`config.mk`:
```
export PLATFORM = sky130hd
export DESIGN_NAME = cdb_arbiter
export DESIGN_NICKNAME = d
export VERILOG_FILES = /design/src/rtl/cdb_arbiter_pkg.sv /design/src/rtl/cdb_arbiter_wb_fifo.sv /design/src/rtl/cdb_arbiter.sv
export SDC_FILE = /design/constraint.sdc
export NUM_CORES = 1
export LEC_CHECK = 0
export CELL_PAD_IN_SITES_DETAIL_PLACEMENT = 2
export CELL_PAD_IN_SITES_GLOBAL_PLACEMENT = 2
export CORE_UTILIZATION = 37
export DETAILED_ROUTE_END_ITERATION = 16
export PLACE_DENSITY = 0.92
export SETUP_SLACK_MARGIN = 0.15
export SYNTH_ARGS = -nofsm -noshare
export SYNTH_HDL_FRONTEND = slang
export SYNTH_SLANG_ARGS = --single-unit
```
`constraint.sdc`:
```
create_clock -name clk -period 5.9 [get_ports clk]
set_clock_uncertainty 0.05 [all_clocks]
set_input_delay 0.885 -clock clk [delete_from_list [all_inputs] [get_ports clk]]
set_output_delay 0.885 -clock clk [all_outputs]
set_load 0.02 [all_outputs]
```
`src/rtl/cdb_arbiter_pkg.sv`:
```
// Global configuration and CDB shared types for the backend.
// Pure declarations; no logic, no latency.
// No flow control here; consumers of cdb_entry_t define their own handshake.
package config_pkg;

  typedef struct packed {
    int unsigned XLEN;
  } cfg_t;

  localparam cfg_t EmptyCfg = '{XLEN: 32};

endpackage

package cdb_arbiter_pkg;

  localparam int CDB_TAG_W  = 6;
  localparam int CDB_DATA_W = 32;

  // One broadcast result as seen by the RS and ROB CDB inputs.
  typedef struct packed {
    logic [CDB_TAG_W-1:0]  tag;
    logic [CDB_DATA_W-1:0] val;
  } cdb_entry_t;

  // (a + b) mod n for operands already below n; avoids a real divider in the scan.
  function automatic int wrap_add(input int a, input int b, input int n);
    int s;
    s = a + b;
    return (s >= n) ? (s - n) : s;
  endfunction

endpackage

```
`src/rtl/cdb_arbiter_wb_fifo.sv`:
```
// Per-source writeback result buffer, DEPTH entries, head visible on dout.
// Latency: a push at edge N is visible at dout/count after edge N.
// Backpressure: caller must not push when count==DEPTH; extra pushes/pops are ignored.
module wb_fifo #(
  parameter int WIDTH = 38,
  parameter int DEPTH = 2
) (
  input  logic                       clk,
  input  logic                       rst,
  input  logic                       flush,
  input  logic                       push,
  input  logic [WIDTH-1:0]           din,
  input  logic                       pop,
  output logic [WIDTH-1:0]           dout,
  output logic [$clog2(DEPTH+1)-1:0] count
);

  localparam int CNT_W = $clog2(DEPTH + 1);
  // DEPTH is a power of two, so pointers wrap naturally at PTR_W bits.
  localparam int PTR_W = (DEPTH > 1) ? $clog2(DEPTH) : 1;

  logic [WIDTH-1:0] mem [DEPTH];
  logic [PTR_W-1:0] rd_ptr;
  logic [PTR_W-1:0] wr_ptr;
  logic             do_push;
  logic             do_pop;

  assign do_push = push && (count != CNT_W'(DEPTH));
  assign do_pop  = pop && (count != '0);
  assign dout    = mem[rd_ptr];

  // Pointer and occupancy bookkeeping; flush empties the buffer like reset.
  always_ff @(posedge clk) begin
    if (rst || flush) begin
      rd_ptr <= '0;
      wr_ptr <= '0;
      count  <= '0;
    end else begin
      if (do_push) wr_ptr <= wr_ptr + 1'b1;
      if (do_pop)  rd_ptr <= rd_ptr + 1'b1;
      case ({do_push, do_pop})
        2'b10:   count <= count + 1'b1;
        2'b01:   count <= count - 1'b1;
        default: count <= count;
      endcase
    end
  end

  // Storage array; contents are don't-care while count is zero, so no reset.
  always_ff @(posedge clk) begin
    if (do_push && !flush && !rst) mem[wr_ptr] <= din;
  end

endmodule

```
`src/rtl/cdb_arbiter.sv`:
```
// CDB producer: buffers FU results per source, grants up to CDB_W heads per cycle round-robin.
// Latency: result accepted at edge N reaches the CDB registers at edge N+1 if a lane is free.
// Backpressure: src_ready_o drops when a source FIFO is full (registered count only).
module cdb_arbiter
  import cdb_arbiter_pkg::*;
#(
  parameter config_pkg::cfg_t    Cfg           = config_pkg::EmptyCfg,
  parameter int                  NUM_SRC       = 6,
  parameter int                  CDB_W         = 4,
  parameter int                  DATA_W        = Cfg.XLEN,
  parameter int                  TAG_W         = CDB_TAG_W,
  parameter int                  FIFO_DEPTH    = 2,
  parameter logic [NUM_SRC-1:0]  WAKE_SRC_MASK = '1
) (
  input  logic                clk,
  input  logic                rst,
  input  logic                flush_i,
  input  logic [NUM_SRC-1:0]  src_valid_i,
  input  logic [TAG_W-1:0]    src_tag_i [0:NUM_SRC-1],
  input  logic [DATA_W-1:0]   src_val_i [0:NUM_SRC-1],
  output logic [NUM_SRC-1:0]  src_ready_o,
  output logic [CDB_W-1:0]    cdb_valid,
  output logic [TAG_W-1:0]    cdb_tag [0:CDB_W-1],
  output logic [DATA_W-1:0]   cdb_val [0:CDB_W-1],
  output logic [CDB_W-1:0]    cdb_wakeup_mask
);

  localparam int SRC_W  = (NUM_SRC > 1) ? $clog2(NUM_SRC) : 1;
  localparam int LIDX_W = (CDB_W > 1) ? $clog2(CDB_W) : 1;
  localparam int CNT_W  = $clog2(FIFO_DEPTH + 1);
  localparam int ENT_W  = TAG_W + DATA_W;

  logic [CNT_W-1:0]   fifo_count [NUM_SRC];
  logic [ENT_W-1:0]   fifo_dout  [NUM_SRC];
  logic [NUM_SRC-1:0] fifo_push;
  logic [NUM_SRC-1:0] fifo_pop;

  logic [SRC_W-1:0]   rr_ptr;
  logic [SRC_W-1:0]   next_rr;
  logic               any_grant;
  logic [CDB_W-1:0]   grant_vld;
  logic [SRC_W-1:0]   grant_src [CDB_W];

  logic [SRC_W-1:0]   scan_idx;
  logic [LIDX_W-1:0]  scan_lane;
  logic               scan_full;

  for (genvar i = 0; i < NUM_SRC; i++) begin : g_src
    // Ready comes from the registered count, so a same-cycle pop never frees a slot early.
    assign src_ready_o[i] = (fifo_count[i] != CNT_W'(FIFO_DEPTH));
    assign fifo_push[i]   = src_valid_i[i] & src_ready_o[i];

    wb_fifo #(
      .WIDTH (ENT_W),
      .DEPTH (FIFO_DEPTH)
    ) u_fifo (
      .clk   (clk),
      .rst   (rst),
      .flush (flush_i),
      .push  (fifo_push[i]),
      .din   ({src_tag_i[i], src_val_i[i]}),
      .pop   (fifo_pop[i]),
      .dout  (fifo_dout[i]),
      .count (fifo_count[i])
    );
  end

  // Grant scan: walk sources from rr_ptr, hand each non-empty head the next free lane.
  always_comb begin
    grant_vld = '0;
    fifo_pop  = '0;
    any_grant = 1'b0;
    next_rr   = rr_ptr;
    scan_idx  = '0;
    scan_lane = '0;
    scan_full = 1'b0;
    for (int k = 0; k < CDB_W; k++) grant_src[k] = '0;
    for (int o = 0; o < NUM_SRC; o++) begin
      scan_idx = SRC_W'(wrap_add(int'(rr_ptr), o, NUM_SRC));
      if (!scan_full && (fifo_count[scan_idx] != '0)) begin
        grant_vld[scan_lane] = 1'b1;
        grant_src[scan_lane] = scan_idx;
        fifo_pop[scan_idx]   = 1'b1;
        any_grant            = 1'b1;
        next_rr              = SRC_W'(wrap_add(int'(scan_idx), 1, NUM_SRC));
        if (scan_lane == LIDX_W'(CDB_W - 1)) scan_full = 1'b1;
        else                                 scan_lane = scan_lane + 1'b1;
      end
    end
  end

  // CDB lane registers and round-robin pointer; flush clears validity but keeps stale payload.
  always_ff @(posedge clk) begin
    if (rst) begin
      cdb_valid       <= '0;
      cdb_wakeup_mask <= '0;
      rr_ptr          <= '0;
      for (int k = 0; k < CDB_W; k++) begin
        cdb_tag[k] <= '0;
        cdb_val[k] <= '0;
      end
    end else if (flush_i) begin
      cdb_valid       <= '0;
      cdb_wakeup_mask <= '0;
      rr_ptr          <= '0;
    end else begin
      cdb_valid <= grant_vld;
      for (int k = 0; k < CDB_W; k++) begin
        if (grant_vld[k]) begin
          cdb_tag[k]         <= fifo_dout[grant_src[k]][ENT_W-1:DATA_W];
          cdb_val[k]         <= fifo_dout[grant_src[k]][DATA_W-1:0];
          cdb_wakeup_mask[k] <= WAKE_SRC_MASK[grant_src[k]];
        end else begin
          cdb_wakeup_mask[k] <= 1'b0;
        end
      end
      if (any_grant) rr_ptr <= next_rr;
    end
  end

endmodule

```
==> summary.txt <==
share of cells above drive strength 1: 0.151
setup TNS: 0 ns
WS Path Type: flop to flop
number of global-route vias before repair: 33.1k
CORE AREA: 88,400 um2
clk_lat worst skew: 0.64 ns
Die X: 301 um
type of origin of the critical path: flop
cell area after layout: 42,000 um2
DR pass1 iterations: 5
number of flops mapped to enable cells by yosys: 456
area fraction of the dominant cell type after synthesis: 0.415
# rows: 109
setup violators final: 0
main area contributors after synthesis: edfxtp_1, dfxtp_1, mux2i_1
number of max-cap violations: 0
CP peak stage delay: 0.94 ns
Yosys cell types: 82
post-route antenna net violation count: 0
Die Y-Extent: 301 um
post-synthesis sequential area ratio: 0.532
Iteration-0 DRC Markers: 3,028
Clock Sinks: 649
nets: 3,597
ys flop type: edfxtp_1
post-synthesis async set-or-reset flop share: 0
Tcrit/Tclk final: 0.958
Worst-path clk slew: 0.06 ns
Post-DP HPWL: 110 mm
crit path max fanout: 23
Yosys reg bits: 649
crit path DAT: 6.16 ns
worst hold path type: flop to flop
required time of the critical path: 6.40 ns
Max-Slew Margin vs Limit: 0.206
status: complete, no violations
post-synth top area cell: edfxtp_1
TritonCTS clock tree: yes
post-synthesis instance total: 2,914
GPL Wtd Cong: 1.03
kind of end point of the critical path: flop
dpl cell area: 39,500 um2
endpoints failing hold: 0
I/O pin count: 403
Max clock buf depth: 3
total die area: 90,500 um2
Area Growth Syn to Fin: 27.1%
Ys Warns: 0
Via density: 6.51
drt total wl: 166 mm
Root Driver: clkbuf_16
Worst Path Buf+Inv: 3
number of fill cells: 8,737
total CTS buffers: 75
most frequent cells in the layout: edfxtp_1, clkdlybuf4s50_1, mux2i_1
drt drc: 0
CP top delay family: compound AO/OA/AOI/OAI gates
setup slack, reg-to-reg: 0.25 ns
I/O Buffers: 402
largest net degree at the start of global routing: 85
Mapped Nets: 3,182
initial antenna violation count: 11
global-route wire length before repair: 235 mm
grt ovf: 0
vias after detailed routing: 29.7k
CP Cell Sequence: buf_4 > inv_1 > ha_1 > a21oi_1 > a21oi_1 > or2_2 > a311oi_1 > o21ai_0 > o21ai_1 > mux2_2 > nor2b_4 > buf_12 > o211ai_1 > nand4_1
Cell Area, Synth: 33,000 um2
RSZ-0062 raised after global routing: no
Starting Density: 0.374
area of the multi-input gates: 14,700 um2
worst slew pin tran: 1.18 ns
highest clock rate: 177 MHz
Tot GR Track Use: 0.359
crit path time final: 5.65 ns
H-tree levels: 3
Slowest cell on crit path: nor2b_4
Mapped Avg Cell Area: 11.3 um2
most common library cell in the layout ignoring fill and taps: edfxtp_1
Post-CTS Setup Bufs: 0
Worst path most repeated cell: a21oi_1
final slew viol count: 0
routed length per instance: 36.3 um
sequential cell area: 17,600 um2
==> flip-flops by register name, indices dropped and copies added, names as in the netlist, named ones only <==
register             cells
g_src.u_fifo.mem       456
cdb_val                128
cdb_tag                 24
g_src.u_fifo.count      12
g_src.u_fifo.rd_ptr      6
g_src.u_fifo.wr_ptr      6
cdb_valid                4
cdb_wakeup_mask          4
rr_ptr                   3
==> metal layers <==
| metal | global-route usage | routed length, um | vias to the layer above |
|---|---|---|---|
| met4 | 0.258 | 13200 | 16 |
| li1 | - | - | 12000 |
| met1 | 0.408 | 59900 | 15000 |
| met5 | 0 | 103 | - |
| met3 | 0.0841 | 14100 | 782 |
| met2 | 0.593 | 78300 | 1944 |
==> cell type report <==
type	instances	share of cell area
inverter	31	0.00277
timing repair buffer	567	0.137
antenna	3	0.000179
sequential	649	0.419
multi-input combinational	2005	0.349
clock buffer	106	0.0492
tap	1165	0.0347
clock inverter	32	0.00805
==> final timing paths <==
path / startpoint / to / cells past startpoint
max: rr_ptr[2] / cdb_val[50] / 14
min: cdb_val[70] / cdb_val[70] / 2
max reg2reg: rr_ptr[2] / cdb_val[50] / 14
min reg2reg: cdb_val[70] / cdb_val[70] / 2
==> timing repair <==
action	CTS	global route
cloned	0	0
hold buffers	0	0
pin swaps	0	1
endpoints found under the setup margin	23	155
gates resized for setup	4	10
==> tightest hold or removal path: cells and delay by family (launching register included) <==
kind | cells | cell delay [ns]
AO/OA/AOI/OAI | 2 | 0.13
flip-flops | 1 | 0.33
==> synth_stat cells (all sizes together), types with 20 or more instances <==
master  number
buf         89
mux2       185
nand3       21
nand4       33
nor3        76
xnor2       25
edfxtp     456
o21ai       72
a31oi       20
clkbuf     140
ha          30
mux2i      370
o22a        38
a32oi       38
inv         30
nand2      250
a211oi     108
a21oi       45
nor4        73
o22ai       52
nor2       280
dfxtp      193
o211ai     110
==> stage by stage <==
stage	instances	hold WS [ns]	util	worst slack (ns)
after floorplan	2914	0.422	-	0.546
after global placement	4417	0.410	0.447	0.475
after detailed placement	4417	0.437	0.447	0.0861
after CTS	4555	0.451	0.474	0.138
after global routing	4557	0.491	0.475	0.132
final	4558	0.446	0.475	0.247
==> cells by family after synthesis <==
group	share of synthesized area
simple gates	0.109
flops	0.532
buf+inv	0.0333
fa+ha+maj	0.0120
xor+xnor	0.00928
mux	0.177
compound gates	0.128
Power is left out: the tool's default activity adds up to more than one toggle a clock period on the data nets, which glitch-free logic cannot reach.
==> RTL edit (same flow settings) <==
The package constant `CDB_TAG_W` goes from 6 to 12.
--- a/src/rtl/cdb_arbiter_pkg.sv
+++ b/src/rtl/cdb_arbiter_pkg.sv
@@ -13,7 +13,7 @@
 
 package cdb_arbiter_pkg;
 
-  localparam int CDB_TAG_W  = 6;
+  localparam int CDB_TAG_W  = 12;
   localparam int CDB_DATA_W = 32;
 
   // One broadcast result as seen by the RS and ROB CDB inputs.
Interface: changed (resized cdb_tag and src_tag_i); port bits go from 403 to 463. No check against the original RTL was run, so the function may have changed too.
==> RTL edit against the original RTL <==
- cell count up 19%
- sequential cell count up 96
- synthesized area up 19%
- via count up 33%
- global-route usage up 6.4 points
- critical path type unchanged
- worst hold slack worse by 0.018 ns
- die area up 19%
- final area up 19%
- setup slack worse by 0.078 ns
- wire length up 41%
- fmax down 1.4%
Power is not shown: default switching activity piles up to over one toggle a cycle in this logic, so the estimate is an artifact.
==> RTL edit: results (changes against the original RTL) <==
outcome=completed; I/O Buffers=462 (+15%); top flop regs=g_src.u_fifo.mem (528), cdb_val (128), cdb_tag (48); Cells after DPL=5217 (+18%); total CTS buffers=87 (+16%); drt via density=7.30 (+12%); r2r setup slk=0.17 ns (-0.08 ns); R2R depth=19 (+5); Skew-Pair Late Insertion Delay=0.74 ns (+0.10 ns); Post-synth EDFFs=528 (+16%); drt first pass iters=8 (+3); Non-Filler Instances=5425 (+19%); routed wire length=234000 um (+41%); post-synthesis sequential area ratio=51.5% (-1.7 points); CP arrival=6.25 ns (+0.09 ns); min-delay src=cdb_val[45]; first-pass GRT wire length=324000 um (+38%); fillers=10.2k (+17%); total track usage=42.3% (+6.4 points); Critical Path Source Type=flip-flop; DR top layer=met5; Hold Path End=cdb_val[45]; initial antenna violation count=28 (+17); met2 wire len=102000 um (+30%); global placement routability congestion=0.960 (-7.2%); WHS Path Cells=2 (unchanged); Starting DRT DRC Count=5766 (+90%); Placed Area=46700 um2 (+18%); Syn Nets=3790 (+19%); Met3 Wirelength=30100 um (+110%); Clk pin slew, worst setup/hold paths=0.07 ns; Avg Cell Area, Syn=11.3 um2 (-0.65%); HP Class=reg2reg; reg-to-reg startpoint=rr_ptr[1]; largest fanout on the critical path=26 (+13%); asr flop ratio synth=0% (unchanged); fraction of layout cells with a size suffix above 1=16.7% (+1.6 points); synth cell count leaders=edfxtp_1, mux2i_1, o21ai_0; Synthesis Warnings=0 (unchanged); Setup crit end=cdb_val[99]; met3 usage=15.1% (+6.7 points); post-detail-place hpwl=142000 um (+29%); vias in the first global route=42.3k (+28%); H-tree levels=3 (unchanged); Synth cell types=94 (+15%); Met1 Wirelength=78900 um (+32%); GR Util met1=48.3% (+7.5 points); worst-case clock buffer depth=3 (unchanged); Worst R2R End=cdb_val[99]; CTS Root Cell=clkbuf_16; ranking of synthesized cells by area=edfxtp_1, dfxtp_1, mux2i_1, mux2_2, o21ai_0; Final Net Count=4249 (+18%); Slew HR=15.6% (-5.0 points); pin count of the biggest net entering global routing=77 (-9.4%); met2 usage=64.6% (+5.2 points)
-- RTL edit: layout make-up --
type,count,area [um2],area share (%)
Multi-Input combinational cell,2400,18200,36.4
Timing Repair Buffer,683,6950,13.9
Clock buffer,120,2480,4.94
Clock inverter,42,334,0.667
Antenna cell,16,40.0,0.0799
Sequential cell,745,20200,40.4
Tap cell,1391,1740,3.47
Inverter,28,113,0.225
-- RTL edit: logic make-up after synthesis --
logic type               Yosys count  synth area share [%]
AO/OA/AOI/OAI                   1139                  19.9
multiplexers                     566                  15.4
adder cells (fa/ha/maj)           31                  1.01
buffers and inverters            345                  3.74
AND/OR/NAND/NOR                  624                  7.71
XOR/XNOR                          36                 0.803
flip-flops                       745                  51.5
-- RTL edit: worst max-delay path, stage by stage (launching register included) --
cell	delay, ns
dfxtp_4	0.42
inv_1	0.13
ha_2	0.41
buf_4	0.24
xnor2_1	0.14
o32ai_1	0.10
and2_1	0.24
or2_2	0.36
ha_2	0.41
buf_4	0.23
o211ai_1	0.20
a211oi_2	0.36
mux2i_2	0.31
o221ai_4	0.23
or2_4	0.39
buf_4	0.18
nand3_4	0.06
buf_6	0.44
a21oi_1	0.11
o31ai_1	0.50
-- RTL edit: timing repair --
action / CTS / global route
endpoints found under the setup margin: 141 / 170
gates cloned: 3 / 1
buffers inserted: 7 / 18
pin swaps: 2 / 10
gates resized for setup: 12 / 36
-- RTL edit: per-stage QoR --
stage          hold WS [ns]  worst slack [ns]
3_3_place_gp          0.392           -0.0165
6_report              0.429             0.169
3_5_place_dp          0.402            -0.668
4_1_cts               0.425             0.154
5_1_grt               0.444             0.137
2_1_floorplan         0.430             0.154
